$ cat src/rtl/bs_arbtr_rtr_gen2.sv
// Bus arbiter/router: grants one driver FIFO, pops one packet, routes it to one or all other receivers.
// Latency: grant (pop) one cycle after pndng seen in IDLE; push one cycle after pop when unblocked.
// Backpressure: waits while any target receiver is full (all-or-nothing), drops after TIMEOUT cycles.
module bs_arbtr_rtr_gen2 #(
  parameter int PCKG_SZ = 16,
  parameter int DRVRS = 8,
  parameter int ID_W = 8,
  parameter logic [ID_W-1:0] BCAST = 8'hFF,
  parameter int ARB_MODE = 0,
  parameter int TIMEOUT = 16,
  parameter int CNT_W = 16
) (
  input  logic                       clk,
  input  logic                       reset,
  input  logic [DRVRS-1:0]           pndng,
  input  logic [DRVRS*PCKG_SZ-1:0]   D_pop,
  output logic [DRVRS-1:0]           pop,
  input  logic [DRVRS-1:0]           full,
  output logic [DRVRS-1:0]           push,
  output logic [PCKG_SZ-1:0]         D_push,
  output logic [$clog2(DRVRS)-1:0]   grant_id,
  output logic                       busy,
  output logic                       err,
  output logic [CNT_W-1:0]           drop_cnt
);

  localparam int GW = $clog2(DRVRS);
  localparam int WC_W = $clog2(TIMEOUT + 1);
  localparam logic [DRVRS-1:0] ONE = {{(DRVRS-1){1'b0}}, 1'b1};

  typedef enum logic {IDLE, DELIVER} state_t;

  state_t              state_q, state_d;
  logic [PCKG_SZ-1:0]  pkt;
  logic [GW-1:0]       ptr;
  logic [WC_W-1:0]     wait_cnt;
  logic [GW-1:0]       sel;
  logic [GW-1:0]       cand;
  logic                found;
  logic [ID_W-1:0]     dest;
  logic [DRVRS-1:0]    mask;
  logic                illegal;
  logic                blocked;
  logic                timed_out;

  // Arbitration: round-robin from ptr+1 with wrap, or lowest pending index in fixed-priority mode.
  always_comb begin
    sel = '0;
    cand = '0;
    found = 1'b0;
    if (ARB_MODE == 1) begin
      for (int i = 0; i < DRVRS; i++) begin
        if (!found && pndng[i]) begin
          sel = GW'(i);
          found = 1'b1;
        end
      end
    end else begin
      for (int i = 1; i <= DRVRS; i++) begin
        cand = GW'((int'(ptr) + i) % DRVRS);
        if (!found && pndng[cand]) begin
          sel = cand;
          found = 1'b1;
        end
      end
    end
  end

  // Destination decode: broadcast excludes the source; out-of-range or self-addressed IDs are illegal.
  always_comb begin
    dest = pkt[PCKG_SZ-1 -: ID_W];
    mask = '0;
    illegal = 1'b0;
    if (dest == BCAST) begin
      mask = ~(ONE << grant_id);
    end else if ((int'(dest) < DRVRS) && (int'(dest) != int'(grant_id))) begin
      mask = ONE << dest;
    end else begin
      illegal = 1'b1;
    end
  end

  assign blocked = |(mask & full);
  assign timed_out = (wait_cnt == WC_W'(TIMEOUT - 1));

  // Next-state: leave DELIVER on delivery, illegal ID or timeout.
  always_comb begin
    state_d = state_q;
    case (state_q)
      IDLE:    if (|pndng) state_d = DELIVER;
      DELIVER: if (illegal || !blocked || timed_out) state_d = IDLE;
      default: state_d = IDLE;
    endcase
  end

  // State register.
  always_ff @(posedge clk or negedge reset) begin
    if (!reset) state_q <= IDLE;
    else        state_q <= state_d;
  end

  // Datapath and registered outputs; pop/push/err default low so they pulse for one cycle.
  always_ff @(posedge clk or negedge reset) begin
    if (!reset) begin
      pkt      <= '0;
      ptr      <= GW'(DRVRS - 1);
      wait_cnt <= '0;
      pop      <= '0;
      push     <= '0;
      D_push   <= '0;
      grant_id <= '0;
      busy     <= 1'b0;
      err      <= 1'b0;
      drop_cnt <= '0;
    end else begin
      pop  <= '0;
      push <= '0;
      err  <= 1'b0;
      case (state_q)
        IDLE: begin
          if (|pndng) begin
            pkt      <= D_pop[sel*PCKG_SZ +: PCKG_SZ];
            pop      <= ONE << sel;
            grant_id <= sel;
            busy     <= 1'b1;
            wait_cnt <= '0;
            if (ARB_MODE == 0) ptr <= sel;
          end
        end
        DELIVER: begin
          if (illegal || (blocked && timed_out)) begin
            err      <= 1'b1;
            busy     <= 1'b0;
            wait_cnt <= '0;
            if (drop_cnt != {CNT_W{1'b1}}) drop_cnt <= drop_cnt + 1'b1;
          end else if (!blocked) begin
            push     <= mask;
            D_push   <= pkt;
            busy     <= 1'b0;
            wait_cnt <= '0;
          end else begin
            wait_cnt <= wait_cnt + 1'b1;
          end
        end
        default: ;
      endcase
    end
  end

endmodule

$ cat config.mk
export PLATFORM = sky130hd
export DESIGN_NAME = bs_arbtr_rtr_gen2
export DESIGN_NICKNAME = d
export VERILOG_FILES = /design/src/rtl/bs_arbtr_rtr_gen2.sv
export SDC_FILE = /design/constraint.sdc
export NUM_CORES = 1
export LEC_CHECK = 0
export BUFFER_PORTS_ARGS = -buffer_cell sky130_fd_sc_hd__buf_2
export CORE_MARGIN = 5
export CORE_UTILIZATION = 40
export CTS_CLUSTER_SIZE = 24
export DETAILED_ROUTE_END_ITERATION = 7
export GPL_ROUTABILITY_DRIVEN = 0
export PLACE_DENSITY = 0.74
export SYNTH_ARGS = -nofsm -noshare
export SYNTH_HDL_FRONTEND = slang
export SYNTH_SLANG_ARGS = --single-unit
$ cat constraint.sdc
create_clock -name clk -period 3.74 [get_ports clk]
set_input_delay 0.561 -clock clk [delete_from_list [all_inputs] [get_ports clk]]
set_output_delay 0.561 -clock clk [all_outputs]
set_load 0.01 [all_outputs]
==> run summary <==
Final Hold Fails - 0
Crit path capture - pkt[10]$_DFFE_PN0P_
Initial antenna violation count - 0
Vias in the first global route - 4,996
Crit-path max FO - 35
Syn Area/Cell - 9.85 sq um
Setup Crit Path Kind - flip-flop to flip-flop
EDFF count, synth - 0
Starting Density - 40.4%
Nets - 905
Clock root buffer - clkbuf_16
Fraction of layout cells with a size suffix above 1 - 43.0%
Die H - 128 um
Die Wd - 128 um
Routed WL - 16,700 um
Final core occ - 52.0%
Core Area - 0.0138 sq mm
DR vias - 5,174
Final cycle utilization of the critical path - 95.4%
Largest net degree at the start of global routing - 79
Clock Tree Buf Depth - 2
Asr flop ratio synth - 100%
Sequential area share after synthesis - 35.2%
Slew at the pin with the worst max-slew slack - 985 ps
Multi-input logic area - 0.00335 sq mm
Power Density - 1300 mW/mm^2
CTS tree - yes
Most frequent cells in the layout - buf_2 (198), nand2_1 (80), dfrtp_1 (75)
Clock-pin slew on the worst setup and hold paths - 60 ps
Achievable Freq - 280 MHz
Mapped Cells - 564
Worst Setup Start Kind - flip-flop
Final WS setup - 171 ps
# IOs - 199
Final Critical Period - 3570 ps
Number of buffers created by CTS - 9
Status - finished clean
Num rows - 43
Synth Flop Type - dfrtp_1
Pre-CTS WS - 96.1 ps
Total congestion overflow - 0
R2R Path End - pkt[10]$_DFFE_PN0P_
Worst VDD drop - 1.36 mV
# setup viols final - 0
Global-route wire length before repair - 26,200 um
Seq. cell area - 0.00196 sq mm
Most common cell after layout, fill and taps aside - buf_2
Average wire per standard cell - 17.8 um
R2R Setup Slk - 170 ps
Pwr Total - 9.35 mW
DRT antenna net count - 0
Synth unique cells - 67
Worst r2r path cells - 12
Drc violations - 0
H-Tree Level Count - 3
Crit path capture type - flip-flop
Post-synthesis cell area - 0.00556 sq mm
Max Clock Skew - 6.23 ps
Yosys reg bits - 78
Vias/cell - 5.51
Slew headroom - 34.3%
Synth warn - 0
Clk_lat worst skew - 330 ps
Ant. Diodes - 0
Port bufs - 198
Area Overhead vs Synth - 28.9%
Fillers - 1,313
Synthesized net count - 715
Sink Count - 78
Initial DRC count - 369
Worst endpoint required time - 3940 ps
Hpwl dp - 13,000 um
GRT Util Overall - 20.0%
Pleak - 3.48 nW
Max Cap Viol - 0
Die area - 0.0164 sq mm
Crit Reg-Reg Startpoint - ptr[1]$_DFFE_PN1P_
CP arrival - 3770 ps
HP Class - primary input to asynchronous set/reset pin
Drt first pass iters - 5
Setup crit start - ptr[1]$_DFFE_PN1P_
Fin. max-slew vios - 0
worst min-delay path by stage:
| stage | endpoint | slack, ps | cells past startpoint |
|---|---|---|---|
| 2_1_floorplan | D_push[0]$_DFFE_PN0P_ | 270 | 0 |
| 3_3_place_gp | D_push[14]$_DFFE_PN0P_ | 460 | 2 |
| 3_5_place_dp | D_push[13]$_DFFE_PN0P_ | 460 | 2 |
| 4_1_cts | D_push[13]$_DFFE_PN0P_ | 440 | 1 |
| 5_1_grt | D_push[13]$_DFFE_PN0P_ | 500 | 1 |
| 6_report | D_push[13]$_DFFE_PN0P_ | 400 | 1 |
synth_stat cells (3+ instances only):
cell / count / area, sq um
buf_2: 12 / 60.1
xor2_1: 5 / 43.8
o211ai_2: 3 / 37.5
nand3_1: 14 / 70.1
o221ai_1: 7 / 61.3
o211ai_1: 30 / 225
a211o_1: 9 / 78.8
xnor2_1: 16 / 140
o21a_1: 4 / 30.0
buf_6: 3 / 33.8
nor2_1: 33 / 124
ha_1: 5 / 62.6
buf_4: 3 / 22.5
nand4_1: 8 / 50.1
mux2i_1: 30 / 300
nor2b_1: 5 / 31.3
a22o_1: 11 / 96.3
mux4_2: 19 / 428
a21oi_1: 13 / 65.1
nor4_1: 4 / 25.0
o21ai_0: 14 / 70.1
nor3_1: 6 / 30.0
nand2b_1: 3 / 18.8
inv_1: 18 / 67.6
mux2_2: 24 / 270
and3_1: 16 / 100
a211oi_1: 3 / 22.5
dfrtp_1: 75 / 1880
mux2_1: 4 / 45.0
dfstp_2: 3 / 78.8
mux2_4: 14 / 210
nand2_1: 80 / 300
clkbuf_1: 27 / 101
metrics by stage:
step | std cells | hold slack [ps] | cell area, sq um | TNS, ps
5_1_grt | 939 | 503 | 7160 | -9.16
3_5_place_dp | 919 | 462 | 6810 | 0
2_1_floorplan | 564 | 265 | 5650 | 0
4_1_cts | 935 | 440 | 7130 | 0
6_report | 939 | 396 | 7160 | 0
3_3_place_gp | 919 | 455 | 6810 | 0
flip-flops by register name, indices dropped and copies added, names as in the netlist, 3 cells and up:
name,cells
pkt,16
grant_id,3
pop,8
push,8
drop_cnt,16
D_push,16
wait_cnt,5
ptr,3
metal layers:
| layer | part of all wire, % | GRT usage (%) | wire length (um) | vias up |
|---|---|---|---|---|
| li1 | - | - | - | 2459 |
| met1 | 42 | 27.8 | 7060 | 2482 |
| met2 | 48 | 32.7 | 8080 | 220 |
| met3 | 8.7 | 3.71 | 1460 | 13 |
| met4 | 0.77 | 4.12 | 129 | 0 |
| met5 | 0 | 0 | 0 | - |
worst max-delay path, stage by stage (launching register included):
cell and delay [ps]:
dfstp_2 570, inv_2 80, ha_4 320, buf_2 190, mux4_2 540, mux2i_4 270
mux2i_1 370, o31ai_4 110, nand2_4 110, buf_12 240, mux2_4 320, o211ai_1 170
o211ai_1 110
where the power goes:
part | total, mW | switching (mW) | internal [mW]
sequential | 1.45 | 0.263 | 1.19
combinational | 6.96 | 3.66 | 3.30
clock | 0.941 | 0.355 | 0.587
logic make-up (layout without fill, tap and decap cells):
family | Yosys count | after routing | synth area share (%)
buffers and inverters | 66 | 261 | 5.34
XOR/XNOR | 21 | 21 | 3.31
flip-flops | 78 | 78 | 35.2
adder cells (fa/ha/maj) | 5 | 5 | 1.13
multiplexers | 93 | 93 | 23.2
AND/OR/NAND/NOR | 185 | 185 | 15.8
AO/OA/AOI/OAI | 116 | 116 | 16.1
what timing repair did:
action | 4_1_cts | 5_1_grt
gates resized for setup | 0 | 3
setup endpoints to repair | 0 | 16
setup buffers | 0 | 4
hold buffers | 0 | 0
layout make-up:
class	count	area share [%]
inverters	20	1.08
well taps	180	3.14
clock buffers	9	3.14
repair buffers	225	17.2
flip-flops and latches	78	27.3
multi-input cells	420	46.8
clock inverters	7	1.36
No activity file was read; power rests on OpenSTA's default activity.
